===== src/rtl/goertzel_multi.sv =====
// goertzel_multi: multi-bin Goertzel power detector over one 2^LOG2_SAMPLES frame.
// Ports: dsp_clk, rst_n (sync, active-low); start, coef_wr/coef_idx/coef_val control;
//   sample_address/sample_data_in sample RAM port (1-cycle read latency); busy status;
//   mag_valid/mag_ready/mag_bin/mag_data result stream; frame_done end-of-frame pulse.
module goertzel_multi #(
  parameter int NUM_BINS     = 4,
  parameter int LOG2_SAMPLES = 9,
  parameter int D_W          = 16,
  parameter int S_W          = 8,
  parameter int FRAC         = 14
) (
  input  logic                    dsp_clk,
  input  logic                    rst_n,
  input  logic                    start,
  input  logic                    coef_wr,
  input  logic [2:0]              coef_idx,
  input  logic [D_W-1:0]          coef_val,
  output logic [LOG2_SAMPLES-1:0] sample_address,
  input  logic [S_W-1:0]          sample_data_in,
  output logic                    busy,
  output logic                    mag_valid,
  input  logic                    mag_ready,
  output logic [2:0]              mag_bin,
  output logic [D_W-1:0]          mag_data,
  output logic                    frame_done
);

  localparam int PW = 2 * D_W;
  localparam int W2 = 2 * D_W + 2;
  localparam logic signed [W2-1:0] SAT_HI = {{(W2-D_W+1){1'b0}}, {(D_W-1){1'b1}}};
  localparam logic signed [W2-1:0] SAT_LO = {{(W2-D_W+1){1'b1}}, {(D_W-1){1'b0}}};

  typedef enum logic [2:0] {IDLE, FETCH, ITER, POST, OUT} state_t;

  state_t state_q, state_d;

  // Per-bin storage is sized for the 3-bit bin index so selects need no width games;
  // entries at or above NUM_BINS are never written.
  logic signed [D_W-1:0]    coef_q [8];
  logic signed [D_W-1:0]    s1_q   [8];
  logic signed [D_W-1:0]    s2_q   [8];
  logic [LOG2_SAMPLES-1:0]  addr_q;
  logic [2:0]               bin_q;
  logic [1:0]               post_cnt_q;
  logic signed [S_W-1:0]    x_q;
  logic signed [W2-1:0]     t_q;
  logic signed [W2-1:0]     e_q;
  logic [D_W-1:0]           mag_q;
  logic                     done_q;

  logic                     last_bin;
  logic                     last_smp;
  logic                     coef_ok;
  logic signed [S_W-1:0]    x_cur;
  logic signed [D_W-1:0]    c_cur;
  logic signed [D_W-1:0]    s1_cur;
  logic signed [D_W-1:0]    s2_cur;
  logic signed [PW-1:0]     cs1;
  logic signed [PW-1:0]     cs1_sh;
  logic signed [W2-1:0]     s0_full;
  logic signed [D_W-1:0]    s0_sat;
  logic signed [W2-1:0]     e_d;
  logic [D_W-1:0]           p_clamp;

  assign last_bin = (bin_q == 3'(NUM_BINS - 1));
  assign last_smp = (addr_q == {LOG2_SAMPLES{1'b1}});
  assign coef_ok  = ({1'b0, coef_idx} < 4'(NUM_BINS));

  // The RAM word is valid only in the first ITER cycle; later bins reuse the latched copy.
  assign x_cur  = (bin_q == 3'd0) ? $signed(sample_data_in) : x_q;
  assign c_cur  = coef_q[bin_q];
  assign s1_cur = s1_q[bin_q];
  assign s2_cur = s2_q[bin_q];

  assign cs1     = PW'(c_cur) * PW'(s1_cur);
  assign cs1_sh  = cs1 >>> FRAC;
  assign s0_full = W2'(x_cur) + W2'(cs1_sh) - W2'(s2_cur);

  always_comb begin
    s0_sat = s0_full[D_W-1:0];
    if (s0_full > SAT_HI) begin
      s0_sat = SAT_HI[D_W-1:0];
    end else if (s0_full < SAT_LO) begin
      s0_sat = SAT_LO[D_W-1:0];
    end
  end

  // Power: s1^2 + s2^2 - t*s2, with t = (C*s1)>>>FRAC registered in the first POST cycle.
  assign e_d = W2'(s1_cur) * W2'(s1_cur) + W2'(s2_cur) * W2'(s2_cur) - t_q * W2'(s2_cur);

  always_comb begin
    p_clamp = e_q[D_W-1:0];
    if (e_q[W2-1]) begin
      p_clamp = '0;
    end else if (|e_q[W2-2:D_W]) begin
      p_clamp = '1;
    end
  end

  always_comb begin
    state_d = state_q;
    case (state_q)
      IDLE:    if (start) state_d = FETCH;
      FETCH:   state_d = ITER;
      ITER:    if (last_bin) state_d = last_smp ? POST : FETCH;
      POST:    if (post_cnt_q == 2'd2) state_d = OUT;
      OUT:     if (mag_ready) state_d = last_bin ? IDLE : POST;
      default: state_d = IDLE;
    endcase
  end

  always_ff @(posedge dsp_clk) begin
    if (!rst_n) begin
      state_q    <= IDLE;
      addr_q     <= '0;
      bin_q      <= '0;
      post_cnt_q <= '0;
      x_q        <= '0;
      t_q        <= '0;
      e_q        <= '0;
      mag_q      <= '0;
      done_q     <= 1'b0;
      for (int i = 0; i < 8; i++) begin
        coef_q[i] <= '0;
        s1_q[i]   <= '0;
        s2_q[i]   <= '0;
      end
    end else begin
      state_q <= state_d;
      done_q  <= (state_q == OUT) && mag_ready && last_bin;
      case (state_q)
        IDLE: begin
          if (coef_wr && coef_ok) coef_q[coef_idx] <= coef_val;
          if (start) begin
            bin_q      <= '0;
            addr_q     <= '0;
            post_cnt_q <= '0;
            for (int i = 0; i < 8; i++) begin
              s1_q[i] <= '0;
              s2_q[i] <= '0;
            end
          end
        end
        FETCH: bin_q <= '0;
        ITER: begin
          if (bin_q == 3'd0) x_q <= $signed(sample_data_in);
          s2_q[bin_q] <= s1_cur;
          s1_q[bin_q] <= s0_sat;
          if (last_bin) begin
            bin_q  <= '0;
            addr_q <= addr_q + 1'b1;  // wraps to 0 after the last sample
          end else begin
            bin_q <= bin_q + 1'b1;
          end
        end
        POST: begin
          post_cnt_q <= (post_cnt_q == 2'd2) ? 2'd0 : post_cnt_q + 1'b1;
          case (post_cnt_q)
            2'd0:    t_q <= W2'(cs1_sh);
            2'd1:    e_q <= e_d;
            default: mag_q <= p_clamp;
          endcase
        end
        OUT: begin
          if (mag_ready) bin_q <= last_bin ? 3'd0 : bin_q + 1'b1;
        end
        default: ;
      endcase
    end
  end

  assign sample_address = addr_q;
  assign busy           = (state_q != IDLE);
  assign mag_valid      = (state_q == OUT);
  assign mag_bin        = bin_q;
  assign mag_data       = mag_q;
  assign frame_done     = done_q;

endmodule


===== config.mk =====
export PLATFORM = sky130hd
export DESIGN_NAME = goertzel_multi
export DESIGN_NICKNAME = d
export VERILOG_FILES = /design/src/rtl/goertzel_multi.sv
export SDC_FILE = /design/constraint.sdc
export NUM_CORES = 2
export LEC_CHECK = 0
export ABC_AREA = 1
export CAP_MARGIN = 10
export CORE_MARGIN = 5
export CORE_UTILIZATION = 60
export CTS_CLUSTER_SIZE = 24
export DETAILED_ROUTE_END_ITERATION = 10
export GPL_ROUTABILITY_DRIVEN = 0
export PLACE_DENSITY = 0.8
export SYNTH_ARGS = -nofsm -noshare
export SYNTH_HDL_FRONTEND = slang
export SYNTH_SLANG_ARGS = --single-unit
export TNS_END_PERCENT = 30

===== constraint.sdc =====
create_clock -name dsp_clk -period 9.1 [get_ports dsp_clk]
set_input_delay 0.91 -clock dsp_clk [delete_from_list [all_inputs] [get_ports dsp_clk]]
set_output_delay 0.91 -clock dsp_clk [all_outputs]
set_load 0.05 [all_outputs]

==> flow_metrics.tcl <==
set metrics [dict create \
    status "finished with violations" \
    violations "setup timing" \
    worstPathRequired_ns 9.55 \
    crit_path_frequent_cell "inv_1" \
    synth_cell_type_count 55 \
    htreeDepth 2 \
    rsz0062_at_grt "yes" \
    hpwl_mm 142 \
    yosysTopAreaCell "fa_1" \
    final.setup.tns_ns -40.76 \
    numCtsBuffers 50 \
    drt_iter0_drc 6091 \
    maxSlewViolCount 0 \
    crit_path_end_kind "flip-flop" \
    crit_type "reg2reg" \
    critPathSlowestCell "fa_1" \
    fin_ws_ns -0.399 \
    row_count 116 \
    crit_arrival_ns 9.95 \
    firstDrtPassIters 8 \
    async_flop_share 0 \
    tightest_slew_ns 1.06 \
    grt_usage 0.346 \
    nNetsFinal 8643 \
    root_buffer "clkbuf_16" \
    ys_warn_count 0 \
    wire_per_inst_um 21.9 \
    via_per_inst 5.81 \
    grt_max_degree 55 \
    drive_gt1_frac 0.141 \
    path_clk_slew_ns 0.07 \
    fp.dieH_um 327 \
    insertion_delay_ns 0.64 \
    ys_seq_area_frac 0.223 \
    die_width_um 327 \
    grt_pass1_vias 52349 \
    port_buffers 62 \
    grt_pass1_wl_mm 287 \
    hold_viol 0 \
    worstPathMaxFanout 21 \
    startpoint_type "flip-flop" \
    netlist.area_leader.share 0.386 \
    wl_mm 186 \
    cp_top_family "adder cells" \
    drc 0 \
    drv_cap 0 \
    clockBufferDepth 3 \
    slew_headroom 0.291 \
    vias 49138 \
    holdCritPathClass "reg2reg" \
    period_needed_ns 9.50 \
    critPathBufInv 17 \
    setup_viol 136 \
    io_pins 63 \
    fin_worst_skew_ns 0.0314 \
    start_util 0.604 \
    period_share 1.04 \
    n_fill_cell 6576 \
    synth_flop_cell "edfxtp_1" \
    cts_tree "done" \
    avgSynthCellArea_um2 9.24 \
    dieArea_mm2 0.107 \
    cts.sinks 481 \
    synth_cells 6540 \
    ant_nets 0 \
    yosysMostFrequentCell "inv_1" \
    r2r_setup_slack_ns -0.40 \
    crit_path_max_incr_delay_ns 0.53 \
    synthToLayoutAreaGrowth_pct 15.9 \
    antenna_found_initial 8 \
    synth_area_mm2 0.0604 \
    synthTopCellsByCount "inv_1, fa_1, nor2_1, nand2_1, edfxtp_1" \
    grt_remaining_overflow 0 \
    synth_seq_cells 481 \
    synthTopCellsByArea "fa_1, edfxtp_1, inv_1, nor2_1, ha_1" \
    fmax_mhz 105 \
    core_mm2 0.100 \
    synth_edf_count 384 \
]
-- worst reg2reg max path: cells and delay by family (launching register included) --
family / cells / cell delay, ns
fa+ha+maj: 9 / 3.76
simple gates: 9 / 1.28
flops: 1 / 0.39
compound gates: 10 / 1.51
xor+xnor: 1 / 0.22
buf+inv: 17 / 2.14
-- layout make-up --
class                           count  area, um2  area share
Timing Repair Buffer              739       6480      0.0925
Multi-Input combinational cell   4278      40900       0.583
Clock inverter                     30        274     0.00391
Sequential cell                   481      13500       0.192
Inverter                         1576       5980      0.0853
Tap cell                         1298       1620      0.0232
Antenna cell                        1       2.50   0.0000357
Clock buffer                       61       1330      0.0190
-- layout by cell type, fill, tap and decap left out, types with 17 or more instances in the layout --
master and count:
a21oi_2 28, nor2_2 32, inv_2 19, dfxtp_1 95, clkdlybuf4s50_1 61, fa_2 18, xor2_1 28, edfxtp_1 384
o221ai_1 19, conb_1 64, nand4_1 17, o21ai_0 267, clkbuf_16 54, nand2_2 19, a21oi_1 236, nand2_1 635
o22ai_1 68, buf_4 603, nand3_1 76, o21ai_2 27, ha_1 302, buf_12 48, xnor2_1 47, inv_1 1528
fa_1 1149, nor2_1 1037, o21ai_1 20
-- flip-flops by register name, summed over array words and instances (netlist names), named ones only --
signal,cells
frame_done,1
sample_address,9
mag_bin,3
state_q,3
s2_q,128
post_cnt_q,2
coef_q,128
e_q,34
mag_data,16
x_q,8
t_q,18
s1_q,128
-- cells by family after synthesis --
logic type | count (synthesis) | synth area share
simple gates | 1894 | 0.124
xor+xnor | 82 | 0.0122
other cells | 1 | 0.0000620
compound gates | 745 | 0.0694
mux | 7 | 0.00116
buf+inv | 1845 | 0.118
fa+ha+maj | 1485 | 0.452
flops | 481 | 0.223
-- per-layer routing --
layer	vias to the layer above	global-route usage	share of wire
met5	-	0	0.00021
met4	6	0.193	0.072
met3	874	0.114	0.15
met2	3513	0.525	0.44
met1	23919	0.442	0.34
li1	20826	-	-
-- timing repair --
action	in CTS	in global routing
setup buffers	11	16
setup endpoints to repair	138	150
cloned	2	3
hold buffers	0	0
hold endpoints to repair	0	0
resized for setup	85	157
pin swaps	5	29
-- stage by stage --
stage	util	hold WS (ns)	cell area (um2)	std cells	setup WS, ns
after floorplan	-	0.436	60700	6603	0.205
after global placement	0.672	0.448	67200	8340	-0.292
after detailed placement	0.672	0.458	67200	8340	-0.513
after CTS	0.692	0.467	69200	8444	-0.0727
after global routing	0.700	0.496	70000	8463	-0.726
final	0.700	0.473	70000	8464	-0.399
-- worst paths after layout --
path / from / to / cells past startpoint
worst max-delay path: flip-flop / s1_q[5][12]$_SDFFCE_PN0P_ / 46
worst min-delay path: x_q[0]$_SDFFE_PN0P_ / x_q[0]$_SDFFE_PN0P_ / 2
worst min register to register: x_q[0]$_SDFFE_PN0P_ / x_q[0]$_SDFFE_PN0P_ / 2
worst max register to register: flip-flop / s1_q[5][12]$_SDFFCE_PN0P_ / 46
Power is not shown: default switching activity piles up to over one toggle a cycle in this logic, so the estimate is an artifact.
